==> src/rtl/bin_pkg.sv <==
// Shared constants for the binarization frame scheduler: frame geometry,
// FSM state encodings and frame-source indices.
package bin_pkg;
    localparam int BIN_IMG_SIZE = 784;
    localparam int BIN_ADDR_W   = 10;
    localparam int BIN_TIMEOUT  = 2048;
    localparam int BIN_CNT_W    = 11;

    localparam logic [2:0] S_IDLE  = 3'd0;
    localparam logic [2:0] S_START = 3'd1;
    localparam logic [2:0] S_FEED  = 3'd2;
    localparam logic [2:0] S_WAIT  = 3'd3;
    localparam logic [2:0] S_DONE  = 3'd4;

    localparam logic SRC_CAM  = 1'b0;
    localparam logic SRC_HOST = 1'b1;
endpackage

==> src/rtl/rr_arb2.sv <==
// Two-way round-robin arbiter with a registered one-hot grant. The grant is held
// until the frame is acknowledged, and the pointer then moves to the other source.
module rr_arb2
    import bin_pkg::*;
(
    input  logic       clk,
    input  logic       rst_n,
    input  logic [1:0] req,
    input  logic       grant_en,
    input  logic       ack_en,
    output logic [1:0] gnt
);
    logic [1:0] gnt_q, gnt_d;
    logic       pref_q, pref_d;

    always_comb begin
        gnt_d  = gnt_q;
        pref_d = pref_q;
        if (ack_en) begin
            gnt_d  = 2'b00;
            pref_d = gnt_q[SRC_HOST] ? SRC_CAM : SRC_HOST;
        end else if (grant_en && gnt_q == 2'b00 && req != 2'b00) begin
            if (req[pref_q])
                gnt_d = (pref_q == SRC_HOST) ? 2'b10 : 2'b01;
            else
                gnt_d = (pref_q == SRC_HOST) ? 2'b01 : 2'b10;
        end
    end

    always_ff @(posedge clk or negedge rst_n) begin
        if (!rst_n) begin
            gnt_q  <= 2'b00;
            pref_q <= SRC_CAM;
        end else begin
            gnt_q  <= gnt_d;
            pref_q <= pref_d;
        end
    end

    assign gnt = gnt_q;
endmodule

==> src/rtl/bin_frame_sched.sv <==
// Frame scheduler: grants one of two frame sources, streams its buffer into the
// binarization engine and forwards the tagged binary result with ok/err status.
//   state | meaning
//   IDLE  | waiting for a request; arbiter may grant
//   START | frame_start pulse to the engine
//   FEED  | one buffer read per cycle, addresses 0..IMG_SIZE-1
//   WAIT  | collecting engine output until done or timeout
//   DONE  | ack, frame_ok/frame_err pulse, arbiter pointer update
module bin_frame_sched
    import bin_pkg::*;
#(
    parameter int IMG_SIZE = BIN_IMG_SIZE,
    parameter int ADDR_W   = BIN_ADDR_W,
    parameter int TIMEOUT  = BIN_TIMEOUT
) (
    input  logic              clk,
    input  logic              rst_n,
    input  logic [1:0]        req,
    output logic [1:0]        gnt,
    output logic [1:0]        ack,
    output logic              src_rd_en,
    output logic [ADDR_W-1:0] src_rd_addr,
    input  logic [7:0]        src_rd_data0,
    input  logic [7:0]        src_rd_data1,
    output logic              bin_frame_start,
    output logic [7:0]        bin_pixel,
    output logic              bin_valid,
    input  logic              bin_pix_in,
    input  logic              bin_valid_in,
    input  logic              bin_done_in,
    output logic              out_pixel,
    output logic              out_valid,
    output logic              out_src,
    output logic              frame_ok,
    output logic              frame_err,
    output logic              busy
);
    localparam int TMO_W = $clog2(TIMEOUT + 1);
    localparam logic [ADDR_W-1:0]    ADDR_LAST = ADDR_W'(IMG_SIZE - 1);
    localparam logic [BIN_CNT_W-1:0] CNT_FULL  = BIN_CNT_W'(IMG_SIZE);
    localparam logic [TMO_W-1:0]     TMO_LOAD  = TMO_W'(TIMEOUT - 1);

    logic [2:0]           state_q, state_d;
    logic [ADDR_W-1:0]    addr_q, addr_d;
    logic [BIN_CNT_W-1:0] cnt_q, cnt_d;
    logic [TMO_W-1:0]     tmo_q, tmo_d;
    logic                 ok_q, ok_d, err_q, err_d;
    logic                 bin_valid_q;
    logic                 out_valid_q, out_pixel_q, out_src_q;
    logic                 in_frame, fwd, cnt_match;

    assign in_frame  = (state_q == S_FEED) || (state_q == S_WAIT);
    assign fwd       = in_frame && bin_valid_in;
    assign cnt_match = (cnt_q + BIN_CNT_W'(bin_valid_in)) == CNT_FULL;

    rr_arb2 u_arb (
        .clk      (clk),
        .rst_n    (rst_n),
        .req      (req),
        .grant_en (state_q == S_IDLE),
        .ack_en   (state_q == S_DONE),
        .gnt      (gnt)
    );

    always_comb begin
        state_d = state_q;
        addr_d  = addr_q;
        cnt_d   = cnt_q;
        tmo_d   = tmo_q;
        ok_d    = 1'b0;
        err_d   = 1'b0;
        case (state_q)
            S_IDLE: if (req != 2'b00) state_d = S_START;
            S_START: begin
                addr_d  = '0;
                cnt_d   = '0;
                state_d = S_FEED;
            end
            S_FEED: begin
                cnt_d = cnt_q + BIN_CNT_W'(fwd);
                if (addr_q == ADDR_LAST) begin
                    addr_d  = '0;
                    tmo_d   = TMO_LOAD;
                    state_d = S_WAIT;
                end else begin
                    addr_d = addr_q + 1'b1;
                end
            end
            S_WAIT: begin
                cnt_d = cnt_q + BIN_CNT_W'(fwd);
                if (tmo_q != '0) tmo_d = tmo_q - 1'b1;
                // engine done takes priority over a coincident timeout
                if (bin_done_in) begin
                    ok_d    = cnt_match;
                    err_d   = !cnt_match;
                    state_d = S_DONE;
                end else if (tmo_q == '0) begin
                    err_d   = 1'b1;
                    state_d = S_DONE;
                end
            end
            S_DONE:  state_d = S_IDLE;
            default: state_d = S_IDLE;
        endcase
    end

    always_ff @(posedge clk or negedge rst_n) begin
        if (!rst_n) begin
            state_q     <= S_IDLE;
            addr_q      <= '0;
            cnt_q       <= '0;
            tmo_q       <= '0;
            ok_q        <= 1'b0;
            err_q       <= 1'b0;
            bin_valid_q <= 1'b0;
            out_valid_q <= 1'b0;
            out_pixel_q <= 1'b0;
            out_src_q   <= 1'b0;
        end else begin
            state_q     <= state_d;
            addr_q      <= addr_d;
            cnt_q       <= cnt_d;
            tmo_q       <= tmo_d;
            ok_q        <= ok_d;
            err_q       <= err_d;
            bin_valid_q <= (state_q == S_FEED);
            out_valid_q <= fwd;
            out_pixel_q <= fwd && bin_pix_in;
            if (fwd) out_src_q <= gnt[SRC_HOST];
        end
    end

    // read data arrives one cycle after the strobe, aligned with bin_valid
    assign bin_pixel       = bin_valid_q ? (gnt[SRC_HOST] ? src_rd_data1 : src_rd_data0) : 8'd0;
    assign bin_valid       = bin_valid_q;
    assign src_rd_en       = (state_q == S_FEED);
    assign src_rd_addr     = addr_q;
    assign bin_frame_start = (state_q == S_START);
    assign ack             = (state_q == S_DONE) ? gnt : 2'b00;
    assign frame_ok        = ok_q;
    assign frame_err       = err_q;
    assign busy            = (state_q != S_IDLE);
    assign out_valid       = out_valid_q;
    assign out_pixel       = out_pixel_q;
    assign out_src         = out_src_q;
endmodule

==> config.mk <==
export PLATFORM = sky130hd
export DESIGN_NAME = bin_frame_sched
export DESIGN_NICKNAME = d
export VERILOG_FILES = /design/src/rtl/bin_pkg.sv /design/src/rtl/rr_arb2.sv /design/src/rtl/bin_frame_sched.sv
export SDC_FILE = /design/constraint.sdc
export NUM_CORES = 1
export LEC_CHECK = 0
export ABC_AREA = 1
export CORE_MARGIN = 2
export CORE_UTILIZATION = 31
export CTS_BUF_LIST = sky130_fd_sc_hd__clkbuf_4
export CTS_CLUSTER_DIAMETER = 150
export DETAILED_ROUTE_END_ITERATION = 6
export HOLD_SLACK_MARGIN = 0.02
export PLACE_DENSITY = 0.62
export SLEW_MARGIN = 20
export SYNTH_ARGS = -nofsm -noshare
export SYNTH_HDL_FRONTEND = slang
export SYNTH_HIERARCHICAL = 1
export SYNTH_SLANG_ARGS = --single-unit
==> constraint.sdc <==
create_clock -name clk -period 6.13 [get_ports clk]
set_clock_uncertainty 0.05 [all_clocks]
set_input_delay 0.613 -clock clk [delete_from_list [all_inputs] [get_ports clk]]
set_output_delay 0.613 -clock clk [all_outputs]
set_load 0.02 [all_outputs]
==> impl_metrics.env <==
export IMPL_status="complete, no violations"
export IMPL_grt_pass1_wl_um=11810
export IMPL_p_leak_nw=1.600
export IMPL_setup_viol=0
export IMPL_maxSlewHeadroom=0.6132
export IMPL_ys_seq_elements=45
export IMPL_vias_per_cell=4.837
export IMPL_r2r_end="cnt_q[6]$_DFFE_PN0P_"
export IMPL_maxCapViolations=0
export IMPL_drt_iter0_drc=111
export IMPL_fp_dieArea_um2=9796
export IMPL_wl_per_cell_um=12.39
export IMPL_num_rows=34
export IMPL_synth_distinct_cells=33
export IMPL_die_w_um=98.98
export IMPL_cts_resized=0
export IMPL_hold_class="input pin to asynchronous set/reset pin"
export IMPL_synth_edf_count=0
export IMPL_diodes=0
export IMPL_start_util=0.3207
export IMPL_synthesis_nets=418
export IMPL_crit_fanout=13
export IMPL_critical_path_class="flop to primary output"
export IMPL_place_gp_congestion=0.8550
export IMPL_io_pin_count=54
export IMPL_cellPowerDensity_nw_per_um2=470.4
export IMPL_track_usage=0.1446
export IMPL_clockBufferDepth=2
export IMPL_synth_most_common_cell="nand2_1"
export IMPL_clk_latency_ns=0.37
export IMPL_dpl_hpwl_um=5228
export IMPL_drive_gt1_frac=0.08315
export IMPL_overflow=0
export IMPL_rsz0062_at_grt="false"
export IMPL_synthArstFlopShare=1.000
export IMPL_htreeDepth=2
export IMPL_antenna_found_initial=0
export IMPL_fmax_mhz=355.8
export IMPL_dp_slack_ns=3.569
export IMPL_antenna_left=0
export IMPL_path_clk_slew_ns=0.15
export IMPL_yosysTopAreaCellShare=0.4027
export IMPL_area_delta_synth_final_pct=26.35
export IMPL_drtPass1Iterations=4
export IMPL_critPathArrivalTime_ns=2.15
export IMPL_min_period_over_period=0.4585
export IMPL_tightest_slew_ns=0.5803
export IMPL_syn_inst=388
export IMPL_regToRegSetupSlack_ns=3.57
export IMPL_yosysSeqAreaShare=0.4027
export IMPL_min_period_ns=2.810
export IMPL_fillers=892
export IMPL_cts_sinks=45
export IMPL_drc_errors=0
export IMPL_crit_path_end_kind="primary output"
export IMPL_wl_um=6849
export IMPL_regToRegStartpoint="state_q[1]$_DFFE_PN0P_"
export IMPL_vdd_ir_drop_max_v=0.0002229
export IMPL_numCtsBuffers=5
export IMPL_fin_nets=474
export IMPL_synth_largest_area_cell="dfrtp_1"
export IMPL_vias=2675
export IMPL_setup_ws_ns=3.320
export IMPL_tns_ns=0
export IMPL_synth_ff_type="dfrtp_1"
export IMPL_cts_hold_buf=0
export IMPL_grt_pass1_vias=2558
export IMPL_die_h_um=98.98
export IMPL_cts_tree="yes"
export IMPL_cts_root_buf="clkbuf_4"
export IMPL_port_buffers=53
export IMPL_cts_setup_buffers=0
export IMPL_drv_slew=0
export IMPL_yosys_top_cells_count="89 x nand2_1, 50 x nor2_1, 46 x inv_1, 45 x dfrtp_1, 37 x nand3_1"
export IMPL_syn_cell_area_um2=2796
export IMPL_ys_warnings_count=6
export IMPL_core_um2=8721
export IMPL_hold_violations=0
export IMPL_critPathLaunchType="flop"
export IMPL_cp_required_ns=5.47
export IMPL_reg2reg_depth=9
export IMPL_grt_max_degree=46
export IMPL_syn_avg_cell_area_um2=7.207
export IMPL_ys_top_cells_by_area="dfrtp_1 40%, nand2_1 12%, nor2_1 6.7%"
[worst max path at each step]
| stage | start | to | cells after the start |
|---|---|---|---|
| global route | u_arb/gnt[1]$_DFFE_PN0P_ | bin_pixel[4] | 4 |
| detailed placement | bin_valid_in | frame_err$_DFF_PN0_ | 10 |
| finish | u_arb/gnt[1]$_DFFE_PN0P_ | bin_pixel[3] | 4 |
| global placement | bin_valid_in | frame_err$_DFF_PN0_ | 12 |
| floorplan | state_q[0]$_DFFE_PN0P_ | cnt_q[8]$_DFFE_PN0P_ | 13 |
| CTS | u_arb/gnt[1]$_DFFE_PN0P_ | ack[1] | 3 |
[logic make-up after synthesis]
logic type                 synth area share
and+or+nand+nor                      0.3374
AOI/OAI and AO/OA                    0.1284
buffers and inverters               0.08770
adders and majority gates           0.03132
DFF                                  0.4027
xor gates and xnor gates            0.01253
[metrics by stage]
step	hold WS [ns]	instance area, µm²	utilization	instances	power [mW]
after floorplan	0.2674	2796	-	388	1.161
after global placement	0.4256	3425	0.3927	545	1.425
after detailed placement	0.4294	3425	0.3927	545	1.438
after CTS	0.3824	3531	0.4049	553	1.680
after global routing	0.2003	3533	0.4052	553	1.819
final	0.1650	3533	0.4052	553	1.662
[metal layers]
metal,GRT usage,up-vias,part of all wire
li1,-,1384,-
met1,0.1924,1253,0.47
met2,0.2458,30,0.50
met3,0.02411,8,0.024
met4,0.03477,0,0.011
met5,0,-,0
[power breakdown]
group          total, mW  leakage [nW]  internal, mW  switching, mW
Combinational      0.886         0.966         0.330          0.556
Clock              0.236        0.0558         0.128          0.107
Sequential         0.540         0.578         0.414          0.126
Total               1.66          1.60         0.873          0.790
[area by class of cell]
cell class,count,area (µm²),share of cell area
timing repair buffer,53,528.0,0.1494
tap,108,135.1,0.03824
inverter,56,212.7,0.06020
clock buffer,5,37.54,0.01062
sequential,45,1126,0.3187
multi-input combinational,283,1425,0.4033
clock inverter,3,68.82,0.01948
[state kept, by name, summed over array words and instances (netlist names)]
name          cells
frame_err         1
out_valid         1
out_pixel         1
tmo_q            12
u_arb/gnt         2
cnt_q            11
out_src           1
frame_ok          1
state_q           3
bin_valid         1
src_rd_addr      10
u_arb/pref_q      1
[cell usage in the layout (no fill, tap or decap), drive strengths merged, types with 7 or more instances in the layout]
master         netlist  layout
clkdlybuf4s50        0      52
a21oi               10      10
o21ai               45      45
inv                 55      56
nor2                52      52
ha                   7       7
nand4                9       9
nand2               97      97
dfrtp               45      45
nand3               42      42
[critical path, stage by stage (launching register included)]
cell	delay, ns
dfrtp_1	0.62
clkinv_1	0.36
nor2_1	0.21
nor2_1	0.07
clkdlybuf4s50_1	0.53
Power figures use the tool's default switching activity.
